[src/rtl/coin_start_sequencer_if.sv]
// coin_start_sequencer_if: frame tick, player requests and the coin/start lines to the core
interface coin_start_sequencer_if;
    logic vblank;
    logic req_start1;
    logic req_start2;
    logic req_coin;
    logic coin;
    logic start1;
    logic start2;
    logic busy;
    modport master(output vblank, req_start1, req_start2, req_coin, input coin, start1, start2, busy);
    modport slave(input vblank, req_start1, req_start2, req_coin, output coin, start1, start2, busy);
endinterface

[src/rtl/coin_start_sequencer.sv]
// coin_start_sequencer: turns a player start request into a frame-timed coin-then-start pulse train
module coin_start_sequencer #(
    parameter int COIN_FRAMES  = 4,
    parameter int GAP_FRAMES   = 8,
    parameter int START_FRAMES = 4,
    parameter int COINS_2P     = 2
) (
    input logic clk,
    input logic reset,
    coin_start_sequencer_if.slave bus
);
    localparam logic [2:0] IDLE     = 3'd0;
    localparam logic [2:0] COIN_ON  = 3'd1;
    localparam logic [2:0] COIN_GAP = 3'd2;
    localparam logic [2:0] START_ON = 3'd3;
    localparam logic [2:0] RELEASE  = 3'd4;
    logic [2:0] state, nxt;
    logic [3:0] cnt, lim;
    logic [1:0] coins, coins_n;
    logic p2, p2_n;
    logic vb_q, r1_q, r2_q;
    logic tick, e1, e2, done;
    logic coin_r, start1_r, start2_r, busy_r;
    assign tick = bus.vblank & ~vb_q;
    assign e1 = bus.req_start1 & ~r1_q;
    assign e2 = bus.req_start2 & ~r2_q;
    assign lim = state == COIN_ON ? 4'(COIN_FRAMES) : state == COIN_GAP ? 4'(GAP_FRAMES) : 4'(START_FRAMES);
    // the tick that brings the frame count up to the limit is the exit tick
    assign done = tick && (cnt + 4'd1 == lim);
    always_comb begin
        nxt = state;
        coins_n = coins;
        p2_n = p2;
        case (state)
            IDLE: begin
                if (e2) begin
                    p2_n = 1'b1;
                    coins_n = 2'(COINS_2P);
                    nxt = COIN_ON;
                end else if (e1) begin
                    p2_n = 1'b0;
                    coins_n = 2'd1;
                    nxt = COIN_ON;
                end
            end
            COIN_ON: begin
                if (done) begin
                    coins_n = coins - 2'd1;
                    nxt = COIN_GAP;
                end
            end
            COIN_GAP: nxt = done ? (coins != 2'd0 ? COIN_ON : START_ON) : state;
            START_ON: nxt = done ? RELEASE : state;
            RELEASE:  nxt = (!bus.req_start1 && !bus.req_start2) ? IDLE : state;
            default:  nxt = IDLE;
        endcase
    end
    always_ff @(posedge clk or posedge reset) begin
        if (reset) begin
            state <= IDLE;
            cnt <= 4'd0;
            coins <= 2'd0;
            p2 <= 1'b0;
            vb_q <= 1'b0;
            r1_q <= 1'b0;
            r2_q <= 1'b0;
            coin_r <= 1'b0;
            start1_r <= 1'b0;
            start2_r <= 1'b0;
            busy_r <= 1'b0;
        end else begin
            state <= nxt;
            cnt <= (nxt != state) ? 4'd0 : cnt + 4'(tick);
            coins <= coins_n;
            p2 <= p2_n;
            vb_q <= bus.vblank;
            r1_q <= bus.req_start1;
            r2_q <= bus.req_start2;
            coin_r <= (nxt == COIN_ON) || (state == IDLE && bus.req_coin);
            start1_r <= (nxt == START_ON) && !p2_n;
            start2_r <= (nxt == START_ON) && p2_n;
            busy_r <= nxt != IDLE;
        end
    end
    assign bus.coin = coin_r;
    assign bus.start1 = start1_r;
    assign bus.start2 = start2_r;
    assign bus.busy = busy_r;
endmodule
[src/flat_wrapper.sv]
// flat-port wrapper written by rule: the top's interface ports become plain ports
module coin_start_sequencer_flat 
#(
    parameter int COIN_FRAMES  = 4,
    parameter int GAP_FRAMES   = 8,
    parameter int START_FRAMES = 4,
    parameter int COINS_2P     = 2
)
  (clk, reset, bus_vblank, bus_req_start1, bus_req_start2, bus_req_coin, bus_coin, bus_start1, bus_start2, bus_busy);
  coin_start_sequencer_if bus_i ();
  input logic clk;
  input logic reset;
  input wire logic [$bits(bus_i.vblank)-1:0] bus_vblank;
  input wire logic [$bits(bus_i.req_start1)-1:0] bus_req_start1;
  input wire logic [$bits(bus_i.req_start2)-1:0] bus_req_start2;
  input wire logic [$bits(bus_i.req_coin)-1:0] bus_req_coin;
  output wire logic [$bits(bus_i.coin)-1:0] bus_coin;
  output wire logic [$bits(bus_i.start1)-1:0] bus_start1;
  output wire logic [$bits(bus_i.start2)-1:0] bus_start2;
  output wire logic [$bits(bus_i.busy)-1:0] bus_busy;
  assign bus_i.vblank = bus_vblank;
  assign bus_i.req_start1 = bus_req_start1;
  assign bus_i.req_start2 = bus_req_start2;
  assign bus_i.req_coin = bus_req_coin;
  assign bus_coin = bus_i.coin;
  assign bus_start1 = bus_i.start1;
  assign bus_start2 = bus_i.start2;
  assign bus_busy = bus_i.busy;
  coin_start_sequencer #(.COIN_FRAMES(COIN_FRAMES), .GAP_FRAMES(GAP_FRAMES), .START_FRAMES(START_FRAMES), .COINS_2P(COINS_2P)) u_core (.clk(clk), .reset(reset), .bus(bus_i));
endmodule
[config.mk]
export PLATFORM = sky130hd
export DESIGN_NAME = coin_start_sequencer_flat
export DESIGN_NICKNAME = d
export VERILOG_FILES = /design/src/rtl/coin_start_sequencer_if.sv /design/src/rtl/coin_start_sequencer.sv /design/src/flat_wrapper.sv
export SDC_FILE = /design/constraint.sdc
export NUM_CORES = 1
export LEC_CHECK = 0
export ABC_AREA = 1
export ABC_CLOCK_PERIOD_IN_PS = 2850
export CAP_MARGIN = 20
export CORE_UTILIZATION = 40
export CTS_CLUSTER_DIAMETER = 40
export DETAILED_ROUTE_END_ITERATION = 7
export PLACE_DENSITY_LB_ADDON = 0.15
export SLEW_MARGIN = 20
export SYNTH_ARGS = -nofsm -noshare
export SYNTH_HDL_FRONTEND = slang
export SYNTH_SLANG_ARGS = --single-unit
[constraint.sdc]
create_clock -name clk -period 2.85 [get_ports clk]
set_input_delay 0.855 -clock clk [delete_from_list [all_inputs] [get_ports clk]]
set_output_delay 0.855 -clock clk [all_outputs]
set_load 0.02 [all_outputs]
---- Word-level counts from Yosys, hierarchy flattened ----
Cells that the tools add are included.
word-level totals
  RAM bits ................................ 0
  output and inout bits ................... 4
  word-level logic and storage cells ...... 62
  bits in registers ....................... 17
  memories kept ........................... 0
  bits in latches ......................... 0
  memory bits (read-only) ................. 0
  bits of input ports ..................... 6
cells by class
  divide/modulo/power cells ............... 0
  add/subtract/negate cells ............... 3
  multiply operators ...................... 0
  bitwise operators ....................... 6
  mux-type cells .......................... 18
  reduce and logical (&&, ||, !) cells .... 14
  eq/ne operators ......................... 10
  magnitude comparators ................... 0
  shifts and indexed selects .............. 0
operators by type and width
  kind                                                   number
  2-to-1 mux 3 bit                                       6
  case mux 3 bit (5 select lines)                        1
  2-to-1 mux 4 bit                                       3
  equality test 3 x 2 -> 1 bit, second input constant    3
  2-to-1 mux 2 bit                                       4
  equality test 3 x 1 -> 1 bit, second input constant    2
  logical AND 1 bit                                      5
  adder 4 x 1 -> 4 bit                                   1
  adder 4 x 1 -> 4 bit, second input constant            1
  equality test 4 bit                                    1
  case mux 2 bit (2 select lines)                        1
  nonzero test 2 bit                                     2
  bitwise AND 1 bit                                      3
  equality test 3 bit, second input constant             1
  zero test 1 bit                                        3
  zero test 3 bit                                        1
  2-to-1 mux 1 bit                                       3
  inequality test 3 x 1 -> 1 bit, second input constant  1
  inequality test 3 bit                                  1
  inverter 1 bit                                         3
  AND reduction 3 bit                                    1
  nonzero test 3 bit                                     1
  inequality test 2 x 1 -> 1 bit, second input constant  1
  subtractor 2 x 1 -> 2 bit, second input constant       1
  logical OR 1 bit                                       1

---- Longest topological paths before layout ----
Gate-level depths: netlist of run 1.
  depth in word-level cells ............... 9
  gate-level depth with buffers ........... 10
  gate-level depth less buffers ........... 10

---- Worst setup path before layout of run 1 ----
No wires, ideal clock.
  path type ............................... input-to-reg
  start point ............................. input port bus_vblank
  end point ............................... register u_core.cnt[0]
  library setup time ...................... 72 ps
  stages .................................. 8
  data arrival time ....................... 1695 ps
  buffers on the path ..................... 0
  required time ........................... 2778 ps
  setup slack ............................. 1084 ps
  cell sequence ........................... nand2_1 nor2_1 nand3_4 a21oi_2 nand2_2 nand2_2 nand3_2 nor2_1
on the way
  word-level cells in the longest chain between the ends .. 6
  elaborated cells on any way between the ends .. 9
ends and longest elaborated chain
  element                              RTL line                                                                            RTL
  start, declared                      flat_wrapper.sv:13                                                                  input wire logic [$bits(bus_i.vblank)-1:0] bus_vblank;
  bitwise AND 1 bit (*)                coin_start_sequencer.sv:24                                                          assign tick = bus.vblank & ~vb_q;
  logical AND 1 bit (*)                coin_start_sequencer.sv:29                                                          assign done = tick && (cnt + 4'd1 == lim);
  2-to-1 mux 3 bit (on tied branches)  coin_start_sequencer.sv:53, coin_start_sequencer.sv:47, coin_start_sequencer.sv:52
  case mux 3 bit (5 select lines) (*)  coin_start_sequencer.sv:34                                                          case (state)
  via u_core.nxt[0]                    coin_start_sequencer.sv:17                                                          logic [2:0] state, nxt;
  inequality test 3 bit (*)            coin_start_sequencer.sv:73                                                          cnt <= (nxt != state) ? 4'd0 : cnt + 4'(tick);
  2-to-1 mux 4 bit (*)                 coin_start_sequencer.sv:73
  end signal, assigned                 coin_start_sequencer.sv:73
  end, declared                        coin_start_sequencer.sv:18                                                          logic [3:0] cnt, lim;
Mark *: on every way through the listed nets, which the timed path passes. The rest lies on a longest branch.
A chain may end at the register's enable or synchronous reset.

---- Worst setup path after layout of run 1 ----
  start point ............................. input port bus_vblank
  end point ............................... register u_core.cnt[3]
The elaborated chain is that of the path after synthesis.

==> impl_metrics.yaml, run 1 <==
run_status:
  status: "completed"
floorplan:
  ios: 10
  rows: 16
  die_area_um2: 2330
  start_util_pct: 43.2
  core_area_um2: 1980
  die_h_um: 48.3
  die_w_um: 48.3
clock_tree:
  path_clk_slew_ps: 90
  hold_buffers: 0
  root_buffer: "clkbuf_4"
  ctsResizeCount: 0
  clock_latency_ps: 290
  cts_buffers: 3
  cts_max_level: 1
  post_cts_buffers: 0
  clockBufferDepth: 2
  cts_tree: "done"
  cts_sinks: 17
logic_synthesis:
  syn_area_per_cell_um2: 8.56
  ys_types: 20
  synthAdderAreaFrac_pct: 4.39
  synth-seq-cells: 17
  syn_area_um2: 856
  synth-xor-area-share_pct: 2.05
  synth-simple-area-share_pct: 26.3
  yosysSeqAreaShare_pct: 49.7
  synth.mux.area_fraction_pct: 0
  synth_compound_area_share_pct: 8.77
  synth_warnings: 0
  synth_top_family_by_area: "simple AND/OR/NAND/NOR gates"
  synthCells: 100
  syn-num-nets: 109
global_routing:
  grt_pass1_wl_um: 2330
  antenna_found_initial: 0
  grt_pass1_vias: 583
  grt_use_total_pct: 14.9
  grt_max_degree: 18
  grt_overflow_total: 0
hold_path:
  hp-class: "reg2reg"
worst_setup_path:
  crit_fanout: 5
  cp-start-kind: "primary input"
  end_kind: "register"
  cp.arrival_ps: 2320
  cp_slowest_stage_delay_ps: 480
  cp_num_buf_inv: 1
  critPathSlowestCell: "clkdlybuf4s50_1"
  required_ps: 3070
  worstPathCellList: "clkdlybuf4s50_1 > nand2_1 > nor2_1 > nand3_4 > a21oi_2 > nand2_2 > nand2_2 > nand3_2 > nor2_1"
  critical_path_class: "in2reg"
  cp_top_family: "simple AND/OR/NAND/NOR gates"
  reg2reg_slack_ps: 1320
placed_design:
  dp_cells: 136
  dp_hpwl_um: 1130
  gp_congestion: 0.758
  dpl_worst_slack_ps: 410
  io_buffers: 9
drt:
  initialDrtViolationCount: 24
  wl_per_cell_um: 10.2
  drcViolationCount: 0
  vias: 662
  first_pass_iters: 4
  drt-total-wl_um: 1420
  via_per_inst: 4.73
  ant_nets: 0
power_and_ir_drop:
  power_density_nw_per_um2: 873
  ir_drop_mv: 0.614
  power_leakage_nw: 0.470
timing:
  whs_ps: 497
  clock_skew_ps: 7.54
  finalCriticalPeriod_ps: 2100
  max_slew_margin_pct: 57.5
  setup_ws_ps: 750
  fmax_mhz: 476
  rsz0062_at_grt: "false"
  tns_ps: 0
  setup_viol: 0
  min_period_over_period_pct: 73.7
  tightest_slew_ps: 636
  maxSlewViolCount: 0
  hold_viol: 0
cells_and_area:
  drive_gt1_share_pct: 12.4
  fin_nets: 123
  instances_no_fill: 140
  syn_to_final_growth_pct: 17.5
  fin_util_pct: 50.8
  diodes: 0
job:
  cap_viol_max_count: 0
-- worst reg2reg max path, delay by kind of cell, from the launching register on --
family	cells	cell delay, ps
AND/OR/NAND/NOR	6	670
flip-flops	1	430
AO/OA/AOI/OAI	2	340
-- cells in the final DEF, fill, tap and decap left out, drive strengths merged, types with 2 or more instances in the layout --
cell | Yosys | final
inv | 20 | 20
nor2 | 15 | 15
a21oi | 8 | 8
ha | 3 | 3
o21ai | 4 | 4
dfrtp | 17 | 17
clkbuf | 0 | 4
nand2 | 16 | 16
nand4 | 2 | 2
nand3 | 9 | 9
nor3 | 2 | 2
clkdlybuf4s50 | 0 | 9
-- synth_stat cells --
cell type  number  area (µm²)
nand4_1         2        12.5
nand3_2         2        20.0
nand2_2         3        18.8
nor4_1          1        6.26
nand2_1        13        48.8
dfrtp_1        17         425
nor3_1          1        5.00
xnor2_1         1        8.76
o21bai_1        1        7.51
nand3_1         6        30.0
a21oi_2         2        17.5
a21oi_1         6        30.0
inv_2           2        7.51
nand3_4         1        17.5
inv_1          18        67.6
ha_1            3        37.5
nor2_1         15        56.3
nor3_2          1        10.0
xor2_1          1        8.76
o21ai_0         4        20.0
-- path summary, 6_finish.rpt --
path	startpoint	to	cells after the start
worst min-delay path	u_core.coins[0]	u_core.coins[0]	2
min in group asynchronous	reset	u_core.r2_q	2
worst min register to register	u_core.coins[0]	u_core.coins[0]	2
max in group asynchronous	reset	u_core.state[0]	2
worst max-delay path	bus_vblank	u_core.cnt[3]	9
worst max register to register	u_core.state[2]	u_core.cnt[3]	8
-- where the power goes --
part | switching, mW | total, mW | internal [mW]
Combinational | 0.250 | 0.399 | 0.149
Sequential | 0.0420 | 0.355 | 0.313
Clock | 0.0702 | 0.125 | 0.0544
Total | 0.362 | 0.878 | 0.516
-- per-layer routing --
layer / GRT usage (%) / part of all wire, % / up-vias
met4: 10.0 / 2.7 / 0
met3: 2.22 / 5.1 / 5
met2: 21.9 / 43 / 15
met5: 0 / 0 / -
li1: - / - / 344
met1: 20.2 / 49 / 298
-- cell type report --
type | instances | area, µm²
Multi-Input combinational cell | 63 | 355
Fill cell | 187 | 976
Timing Repair Buffer | 9 | 90.1
Sequential cell | 17 | 425
Clock buffer | 4 | 26.3
Tap cell | 27 | 33.8
Inverter | 20 | 75.1
-- stage by stage --
stage	total power [mW]	cell area, µm²
6_report	0.878	1010
5_1_grt	0.968	1010
4_1_cts	0.891	1010
3_5_place_dp	0.763	980
3_3_place_gp	0.755	980
2_1_floorplan	0.648	856
-- logic make-up (layout without fill, tap and decap cells) --
logic type	Yosys count	count (layout)
compound gates	13	13
xor+xnor	2	2
fa+ha+maj	3	3
buf+inv	20	33
flops	17	17
simple gates	45	45
-- flip-flops by register name, summed over array words and instances, names as in the netlist --
signal	cells
u_core.cnt	4
u_core.state	3
u_core.coins	2
u_core.bus.busy	1
u_core.bus.coin	1
u_core.bus.start1	1
u_core.bus.start2	1
u_core.p2	1
u_core.r1_q	1
u_core.r2_q	1
u_core.vb_q	1
(Power assumes the default switching activity.)
==> run 2: changes to the inputs <==
--- a/config.mk
+++ b/config.mk
@@ -6,7 +6,7 @@
 export NUM_CORES = 1
 export LEC_CHECK = 0
 export ABC_AREA = 1
-export ABC_CLOCK_PERIOD_IN_PS = 2850
+export ABC_CLOCK_PERIOD_IN_PS = 1700
 export CAP_MARGIN = 20
 export CORE_UTILIZATION = 40
 export CTS_CLUSTER_DIAMETER = 40
==> constraint.sdc (replaced) <==
create_clock -name clk -period 1.7 [get_ports clk]
set_input_delay 0.51 -clock clk [delete_from_list [all_inputs] [get_ports clk]]
set_output_delay 0.51 -clock clk [all_outputs]
set_load 0.02 [all_outputs]
==> impl_metrics.yaml, run 2 (synthesis results as in run 1) <==
power_and_ir_drop:
  power_leakage_nw: 0.518
  power_density_nw_per_um2: 1480
  ir_drop_mv: 0.940
floorplan:
  die_w_um: 48.3
  ios: 10
  rows: 16
  core_area_um2: 1980
  die_area_um2: 2330
  die_h_um: 48.3
  start_util_pct: 43.2
worst_setup_path:
  cp.arrival_ps: 1840
  critPathSlowestCell: "dfrtp_1"
  cpMostUsedCell: "nand2_2"
  cp_slowest_stage_delay_ps: 430
  worstPathCellList: "inv_2 > nand3_2 > nand2_2 > nand3_4 > a21oi_4 > nand2_2 > nand2_2 > nand3_4 > nor2_2"
  crit_fanout: 7
  required_ps: 1930
  critical_path_class: "reg2reg"
  cp-start-kind: "register"
  end_kind: "register"
timing:
  min_period_over_period_pct: 94.4
  setup_viol: 0
  tns_ps: 0
  fmax_mhz: 623
  clock_skew_ps: 5.66
  tightest_slew_ps: 341
  finalCriticalPeriod_ps: 1600
  max_slew_margin_pct: 77.2
  maxSlewViolCount: 0
  hold_viol: 0
global_routing:
  grt_max_degree: 18
  grt_pass1_vias: 545
  grt_overflow_total: 0
  antenna_found_initial: 0
  grt_use_total_pct: 14.4
  grt_pass1_wl_um: 2270
drt:
  first_pass_iters: 4
  drcViolationCount: 0
  wl_per_cell_um: 11.2
  initialDrtViolationCount: 10
  ant_nets: 0
  vias: 668
  drt-total-wl_um: 1630
  via_per_inst: 4.61
clock_tree:
  clockBufferDepth: 2
  cts_tree: "done"
  hold_buffers: 0
  cts_buffers: 3
  cts_sinks: 17
  clock_latency_ps: 290
  cts_max_level: 1
  path_clk_slew_ps: 100
  root_buffer: "clkbuf_4"
placed_design:
  dpl_cell_area_um2: 1010
  gp_congestion: 0.743
  io_buffers: 9
  dp_hpwl_um: 1150
cells_and_area:
  layout_common_cells: "inv_1 (18), dfrtp_1 (17), nand2_1 (12), nor2_1 (10), nand3_1 (6)"
  n_fill_cell: 191
  largest_register: "u_core.cnt"
  fin_nets: 128
  diodes: 0
  largest_register_ffs: 4
  drive_gt1_share_pct: 22.9
  reg.largest.list: "u_core.cnt (4), u_core.state (3), u_core.coins (2)"
  design_area_um2: 1090
  syn_to_final_growth_pct: 27.6
  final_common_cell: "inv_1"
job:
  cap_viol_max_count: 0
run_status:
  status: "completed"
hold_path:
  hp-class: "in2reg"
==> run 2: report_power, final <==
group / total, mW / switching, mW / internal [mW]
clock: 0.220 / 0.129 / 0.0912
combinational: 0.805 / 0.499 / 0.306
sequential: 0.592 / 0.0684 / 0.523
==> run 2: final timing paths <==
path | start | slack, ps | end | cells past startpoint
max | u_core.state[0] | 100 | u_core.cnt[0] | 9
min | bus_vblank | 380 | u_core.vb_q | 1
max reg2reg | u_core.state[0] | 100 | u_core.cnt[0] | 9
min reg2reg | u_core.coins[0] | 500 | u_core.coins[0] | 2
max in group asynchronous | reset | 990 | u_core.r2_q | 3
min in group asynchronous | reset | 510 | u_core.coins[1] | 3
==> run 2: metal layers <==
metal  wire length, µm  global-route usage [%]  vias to the layer above
met3                56                    3.33                        2
met2               750                    22.9                       16
met5                 0                       0                        -
met4                15                    5.00                        0
met1               806                    19.1                      297
li1                  -                       -                      353
==> run 2: timing repair <==
item,4_1_cts,5_1_grt
pin swaps,0,5
resized for setup,5,12
setup buffers,0,1
endpoints found under the setup margin,12,11
==> run 2: metrics by stage <==
step | power (mW) | util (%) | setup slack [ps] | hold slack (ps) | cells
2_1_floorplan | 1.09 | - | 279 | 436 | 100
3_3_place_gp | 1.29 | 50.9 | -325 | 474 | 140
3_5_place_dp | 1.31 | 50.9 | -368 | 478 | 140
4_1_cts | 1.51 | 52.1 | 5.12 | 504 | 144
5_1_grt | 1.75 | 55.1 | -12.2 | 374 | 145
6_report | 1.62 | 55.1 | 95.5 | 377 | 145
==> run 2: critical path: cells and delay by family, from the launching register on <==
family / cells / cell delay [ps]
simple gates: 7 / 770
flops: 1 / 430
buf+inv: 1 / 140
compound gates: 1 / 200
==> run 2: final cells by class <==
class / instances / area [µm²] / share of cell area [%]
Multi-Input combinational cell: 63 / 407 / 37.2
Timing Repair Buffer: 14 / 125 / 11.5
Tap cell: 27 / 33.8 / 3.09
Inverter: 20 / 75.1 / 6.87
Sequential cell: 17 / 425 / 38.9
Clock buffer: 4 / 26.3 / 2.41
